===== src/rtl/gate_model_bist_if.sv =====
// Pin bundle between the BIST driver and one combinational gate model.
// Latency: none, wires only; the model answers stim within the same clock period.
// Backpressure: none; start/abort are levels and the model is always ready.
interface gate_model_bist_if #(
  parameter int NIN  = 24,
  parameter int NOUT = 10
);
  logic            start;
  logic            abort;
  logic [NIN-1:0]  stim;
  logic [NOUT-1:0] resp;
  logic            busy;
  logic            done;
  logic            pass;
  logic [15:0]     signature;

  // BIST side: drives the pattern and status, consumes the model response
  modport master (
    input  start,
    input  abort,
    input  resp,
    output stim,
    output busy,
    output done,
    output pass,
    output signature
  );

  // Environment side: the gate model plus whoever sequences the test
  modport slave (
    output start,
    output abort,
    output resp,
    input  stim,
    input  busy,
    input  done,
    input  pass,
    input  signature
  );
endinterface


===== src/rtl/gate_model_bist.sv =====
// LFSR pattern generator + MISR response compactor for a 24-in/10-out gate model.
// Latency: PATTERNS cycles from the start edge to done; resp is absorbed the same cycle it is produced.
// Backpressure: none; abort (priority over start) drops a run back to IDLE with state frozen.
module gate_model_bist #(
  parameter int             NIN      = 24,
  parameter int             NOUT     = 10,
  parameter int             PATTERNS = 256,
  parameter logic [NIN-1:0] SEED     = 24'h000001,
  parameter logic [15:0]    GOLDEN   = 16'h0000
) (
  input  logic              clk,
  input  logic              rst,
  gate_model_bist_if.master bus
);

  localparam logic [1:0] S_IDLE = 2'd0;
  localparam logic [1:0] S_RUN  = 2'd1;
  localparam logic [1:0] S_DONE = 2'd2;

  // An all-zero LFSR would lock up, so a zero seed is promoted to 1.
  localparam logic [NIN-1:0] SEED_EFF = (SEED == '0) ? NIN'(1) : SEED;
  localparam logic [15:0]    LAST     = 16'(PATTERNS - 1);

  logic [1:0]     state;
  logic [NIN-1:0] lfsr;
  logic [15:0]    misr;
  logic [15:0]    cnt;

  logic [NIN-1:0] lfsr_nxt;
  logic [15:0]    misr_nxt;
  logic [15:0]    resp_ext;
  logic           lfsr_fb;
  logic           misr_fb;
  logic           launch;

  // Next-state functions of the two shift registers.
  // LFSR x^24+x^23+x^22+x^17+1, MISR x^16+x^14+x^13+x^11+1 with resp folded into the low bits.
  always_comb begin
    resp_ext             = '0;
    resp_ext[NOUT-1:0]   = bus.resp;
    lfsr_fb              = lfsr[23] ^ lfsr[22] ^ lfsr[21] ^ lfsr[16];
    lfsr_nxt             = {lfsr[NIN-2:0], lfsr_fb};
    misr_fb              = misr[15] ^ misr[13] ^ misr[12] ^ misr[10];
    misr_nxt             = {misr[14:0], misr_fb} ^ resp_ext;
  end

  // start is only honoured when no run is in progress; a run in flight ignores it.
  assign launch = bus.start && ((state == S_IDLE) || (state == S_DONE));

  // Sequencer: reload on launch, one pattern per RUN cycle, freeze on abort or completion.
  always_ff @(posedge clk or posedge rst) begin
    if (rst) begin
      state <= S_IDLE;
      lfsr  <= SEED_EFF;
      misr  <= '0;
      cnt   <= '0;
    end else begin
      case (state)
        S_IDLE, S_DONE: begin
          if (launch) begin
            state <= S_RUN;
            lfsr  <= SEED_EFF;
            misr  <= '0;
            cnt   <= '0;
          end
        end
        S_RUN: begin
          if (bus.abort) begin
            // Leave lfsr/misr untouched so the partial signature stays visible.
            state <= S_IDLE;
          end else begin
            misr <= misr_nxt;
            lfsr <= lfsr_nxt;
            cnt  <= cnt + 16'd1;
            if (cnt == LAST) begin
              state <= S_DONE;
            end
          end
        end
        default: begin
          state <= S_IDLE;
        end
      endcase
    end
  end

  // The pattern on the model pins is the LFSR itself; no output staging.
  assign bus.stim      = lfsr;
  assign bus.signature = misr;
  assign bus.busy      = (state == S_RUN);
  assign bus.done      = (state == S_DONE);
  assign bus.pass      = (state == S_DONE) && (misr == GOLDEN);

endmodule


===== src/flat_wrapper.sv =====
// flat-port wrapper written by rule: the top's interface ports become plain ports
module gate_model_bist_flat 
#(
  parameter int             NIN      = 24,
  parameter int             NOUT     = 10,
  parameter int             PATTERNS = 256,
  parameter logic [NIN-1:0] SEED     = 24'h000001,
  parameter logic [15:0]    GOLDEN   = 16'h0000
)
  (clk, rst, bus_start, bus_abort, bus_resp, bus_stim, bus_busy, bus_done, bus_pass, bus_signature);
  gate_model_bist_if #(.NIN(NIN), .NOUT(NOUT)) bus_i ();
  input  logic clk;
  input  logic rst;
  input wire logic [$bits(bus_i.start)-1:0] bus_start;
  input wire logic [$bits(bus_i.abort)-1:0] bus_abort;
  input wire logic [$bits(bus_i.resp)-1:0] bus_resp;
  output wire logic [$bits(bus_i.stim)-1:0] bus_stim;
  output wire logic [$bits(bus_i.busy)-1:0] bus_busy;
  output wire logic [$bits(bus_i.done)-1:0] bus_done;
  output wire logic [$bits(bus_i.pass)-1:0] bus_pass;
  output wire logic [$bits(bus_i.signature)-1:0] bus_signature;
  assign bus_i.start = bus_start;
  assign bus_i.abort = bus_abort;
  assign bus_i.resp = bus_resp;
  assign bus_stim = bus_i.stim;
  assign bus_busy = bus_i.busy;
  assign bus_done = bus_i.done;
  assign bus_pass = bus_i.pass;
  assign bus_signature = bus_i.signature;
  gate_model_bist #(.NIN(NIN), .NOUT(NOUT), .PATTERNS(PATTERNS), .SEED(SEED), .GOLDEN(GOLDEN)) u_core (.clk(clk), .rst(rst), .bus(bus_i));
endmodule

===== config.mk =====
export PLATFORM = sky130hd
export DESIGN_NAME = gate_model_bist_flat
export DESIGN_NICKNAME = d
export VERILOG_FILES = /design/src/rtl/gate_model_bist_if.sv /design/src/rtl/gate_model_bist.sv /design/src/flat_wrapper.sv
export SDC_FILE = /design/constraint.sdc
export NUM_CORES = 1
export LEC_CHECK = 0
export CORE_ASPECT_RATIO = 0.7
export CORE_MARGIN = 2
export CORE_UTILIZATION = 50
export DETAILED_ROUTE_END_ITERATION = 10
export GPL_TIMING_DRIVEN = 0
export PLACE_DENSITY = 0.88
export SLEW_MARGIN = 20
export SYNTH_ARGS = -nofsm -noshare
export SYNTH_HDL_FRONTEND = slang
export SYNTH_SLANG_ARGS = --single-unit

===== constraint.sdc =====
create_clock -name clk -period 2.23 [get_ports clk]
set_clock_uncertainty 0.2 [all_clocks]
set_input_delay 0.3345 -clock clk [delete_from_list [all_inputs] [get_ports clk]]
set_output_delay 0.3345 -clock clk [all_outputs]
set_load 0.05 [all_outputs]

# Word-level counts from Yosys, hierarchy flattened
# Index checks and enable logic that the tools add are counted.
[word_totals]
regBits = 58
inputBits = 14
out_inout_bits = 43
word_cells = 39
[classes]
add_sub_neg = 1
eq_ne = 6
muxes = 12
bitwise_logic = 7
reduce_logical = 9
[ops]
columns = ["op", "count"]
rows = [
  ["one-hot mux 16 bit (2 select lines)", 2],
  ["2-to-1 mux 16 bit", 3],
  ["2-to-1 mux 24 bit", 2],
  ["one-hot mux 24 bit (2 select lines)", 1],
  ["adder 16 x 1 -> 16 bit (second input constant)", 1],
  ["== test 16 x 8 -> 1 bit (second input constant)", 1],
  ["logical NOT 16 bit", 1],
  ["XOR 16 x 10 -> 16 bit", 1],
  ["2-to-1 mux 2 bit", 3],
  ["XOR 1 bit", 6],
  ["one-hot mux 2 bit (2 select lines)", 1],
  ["!= test 3 x 2 -> 1 bit (second input constant)", 1],
  ["AND reduction 3 bit", 1],
  ["== test 2 x 1 -> 1 bit (second input constant)", 1],
  ["== test 2 bit (second input constant)", 1],
  ["logical AND 1 bit", 2],
  ["logical NOT 2 bit", 1],
  ["!= test 2 x 1 -> 1 bit (second input constant)", 1],
  ["!= test 2 bit (second input constant)", 1],
  ["AND reduction 2 bit", 1],
  ["nonzero test 2 bit", 1],
  ["OR reduction 2 bit", 1],
  ["logical OR 1 bit", 1],
]

# Logic depth before layout (Yosys ltp)
[logic_depth]
depth_word = 6
ltp_mapped = 5

# Worst setup path before layout
# No wires, ideal clock.
[synth_path]
kind = "flip-flop to output port"
start = "reg u_core.misr[3] (netlist: u_core.bus.signature[3])"
end = "out bus_pass"
t_arrival_ps = 2199
required_time_ps = 1696
path_slack_ps = -503
stages_incl_launch_ff = 3
path_buffers = 0
path_cell_list = "dfrtp_1 -> or4_1 -> nor3_1"
[synth_between]
elab_chain_len = 2
[synth_rtl]
columns = ["element", "line_no", "text"]
rows = [
  ["from (decl)", "gate_model_bist.sv:26", "logic [15:0] misr;"],
  ["from (signal assigned)", "gate_model_bist.sv:72", "misr <= misr_nxt;"],
  ["logical NOT 16 bit", "gate_model_bist.sv:92", "assign bus.pass = (state == S_DONE) && (misr == GOLDEN);"],
  ["logical AND 1 bit", "gate_model_bist.sv:92", ""],
  ["to (decl)", "flat_wrapper.sv:20", "output wire logic [$bits(bus_i.pass)-1:0] bus_pass;"],
]
# Every way passes these cells.

# Final worst setup path
[layout_path]
start = "reg u_core.misr[1] (netlist: u_core.bus.signature[1])"
end = "out bus_pass"
# Same word-level chain as after synthesis.

==> results.md <==
- Outcome: complete, but fails checks
- Failing checks: setup timing
- Root Buffer: clkbuf_8
- I/O Buffers: 56
- ANT cells: 0
- XOR/XNOR share of the synthesized area: 0.0803
- Initial core utilization: 0.532
- Row count: 21
- PD cells: 824 mW/mm^2
- Min-delay worst type: in2async
- First-pass GRT wire length: 11.0 mm
- CTS tree: done
- Minimum clock period after layout: 2.25 ns
- HPWL after DPL: 4.55 mm
- Vias post-DR: 2,348
- Clock buffer depth: 2
- DR DRC count: 0
- Critical path fanouts, max: 4
- Hold Buf Count CTS: 0
- DP Area: 0.00328 sq mm
- Syn Area/Cell: 9.34 sq um
- Syn nets: 295
- Max-cap viol count: 0
- Simple-Gate Fraction of Synth Area: 0.265
- Initial DRT Pass Iterations: 5
- Fraction of layout cells with a size suffix above 1: 0.0712
- Worst VDD drop: 0.000489 V
- Clock sink total: 58
- Initial drt markers: 213
- Largest family of logic cells by synthesized area: simple AND/OR/NAND/NOR gates
- Adder-Cell Fraction of Synth Area: 0.00478
- R2R cell count: 5
- Grt ovf: 0
- H-tree levels: 3
- Period Utilization, post-route: 1.01
- Total Wirelength: 6.60 mm
- Setup violations, final: 1
- Sequential-to-total area share from yosys stat: 0.555
- Die ar.: 0.00584 sq mm
- Die Span Y: 64.5 um
- All-layer global routing usage: 0.246
- WL/cell: 15.7 um
- RD Place Congestion: 0.801
- Setup CP Type: reg2out
- Largest net degree at the start of global routing: 59
- Slew HR: 0.541
- Core area: 0.00491 sq mm
- CTS clk-pin slew, worst paths: 0.07 ns
- Critical Path RT: 1.70 ns
- Post-Synthesis Cells: 280
- YS warnings: 0
- Lkg Pwr: 1.61 nW
- Layout Cells excl Fill: 420
- Post-Layout Inst Area: 0.00347 sq mm
- Vias in the first global route: 2,240
- Worst path arrival time: 1.71 ns
- Final hold violation count: 0
- CP Capture Type: output port
- Maximum clock rate: 0.445 GHz
- Synth unique cells: 29
- Final ANT Viol Nets: 0
- Fin. max-slew vios: 0
- Mapped cell area: 0.00262 sq mm
- Compound-Gate Fraction of Synth Area: 0.0674
- Setup_tns: -0.0191 ns
- Critical Path Start Type: flip-flop
- Clk_lat worst skew: 0.34 ns
- Mean number of vias per cell: 5.59
- Yosys reg bits: 58
- RSZ-0062 raised after global routing: yes
- Die Width: 90.5 um
- Synthesis-to-finish area growth: 32.5%
- Mux cell area share after synthesis: 0
- Tightest Pin Transition: 0.689 ns
- Nets: 362
- Initial antenna violation count: 0
- Io pins: 57
- Setup ws final: -0.0191 ns
- Num CTS Buffers: 9
- Placed cells: 405
-- repair_timing --
action / CTS / global route
buffers inserted: 0 / 0
gates cloned: 0 / 0
gates resized for setup: 11 / 8
endpoints found under the setup margin: 4 / 30
-- critical path: stages, from the launching register on --
cell and delay (ns):
dfrtp_1 0.44, nor4_2 0.34, nand3_1 0.19, nor3_4 0.18, buf_4 0.22
-- synth_stat cells --
cell type,count,area (sq um)
clkbuf_1,12,45.0
nand2b_1,2,12.5
or3b_4,1,11.3
dfrtp_1,57,1430
inv_1,4,15.0
nand3_1,45,225
nor4_1,4,25.0
nor2_1,8,30.0
xor2_1,6,52.6
dfstp_2,1,26.3
or3_1,5,31.3
and3_1,1,6.26
nor3_1,3,15.0
buf_1,3,11.3
o2bb2ai_1,1,8.76
a2111oi_0,2,17.5
ha_1,1,12.5
o21ai_0,19,95.1
nand2_1,64,240
or4_1,2,15.0
nor2b_1,2,12.5
nand4_1,7,43.8
o31ai_1,1,7.51
a211o_1,2,17.5
nor3b_1,1,7.51
a21oi_1,6,30.0
and4_1,1,8.76
xnor2_1,18,158
nand4b_1,1,8.76
-- power by group --
part           internal (mW)  switching (mW)  total, mW
sequential              1.14           0.127       1.27
clock                  0.387           0.417      0.804
combinational          0.267           0.513      0.780
-- flip-flops by register name, indices dropped and copies added, names as in the netlist --
register and cells:
u_core.bus.signature 16, u_core.bus.stim 24, u_core.cnt 16, u_core.state 2
-- logic make-up (layout without fill, tap and decap cells) --
group                    count (synthesis)  after routing
AO/OA/AOI/OAI                           31             31
flip-flops                              58             58
AND/OR/NAND/NOR                        147            147
buffers and inverters                   19             90
XOR/XNOR                                24             24
adder cells (fa/ha/maj)                  1              1
-- cells in the final DEF, fill, tap and decap left out, types with 3 or more instances in the layout --
cell type | synthesis | final
a21oi_1 | 6 | 6
buf_1 | 3 | 3
clkbuf_1 | 12 | 11
clkbuf_8 | 0 | 9
clkdlybuf4s50_1 | 0 | 49
clkinv_2 | 0 | 4
dfrtp_1 | 57 | 56
dlygate4sd2_1 | 0 | 3
dlymetal6s2s_1 | 0 | 3
inv_1 | 4 | 3
nand2_1 | 64 | 64
nand3_1 | 45 | 45
nand4_1 | 7 | 7
nor2_1 | 8 | 8
o21ai_0 | 19 | 19
or3_1 | 5 | 5
xnor2_1 | 18 | 18
xor2_1 | 6 | 6
-- per-stage QoR --
step	util	setup slack (ns)	hold slack, ns	power, mW
floorplan	-	0.0714	0.217	1.76
global placement	0.666	-0.729	0.276	2.02
detailed placement	0.667	-0.389	0.284	2.05
CTS	0.701	-0.0540	0.283	2.85
global route	0.705	-0.0817	0.304	2.99
finish	0.705	-0.0191	0.253	2.86
-- path summary, 6_finish.rpt --
path / slack [ns] / end / from
worst max-delay path: -0.02 / bus_pass / u_core.bus.signature[1]
worst min-delay path: 0.25 / u_core.bus.stim[7] / rst
worst max register to register: 0.10 / u_core.cnt[15] / u_core.state[0]
worst min register to register: 0.30 / u_core.bus.stim[16] / u_core.bus.stim[15]
max in group asynchronous: 1.08 / u_core.bus.signature[2] / rst
min in group clk: 0.30 / u_core.bus.stim[16] / u_core.bus.stim[15]
-- area by class of cell --
cell class,instances,area (sq um)
clock buffer,9,124
multi-input combinational,203,1130
buffer,15,57.6
fill,367,1450
tap,69,86.3
clock inverter,6,35.0
inverter,4,17.5
sequential,58,1450
timing repair buffer,56,562
-- routing by layer --
metal	share of wire	vias to the layer above	global-route usage
met5	0	-	0
met2	0.46	109	0.375
li1	-	1095	-
met3	0.076	10	0.0953
met1	0.45	1134	0.328
met4	0.011	0	0.0750
Note: power is estimated with default switching activity, not from simulation.
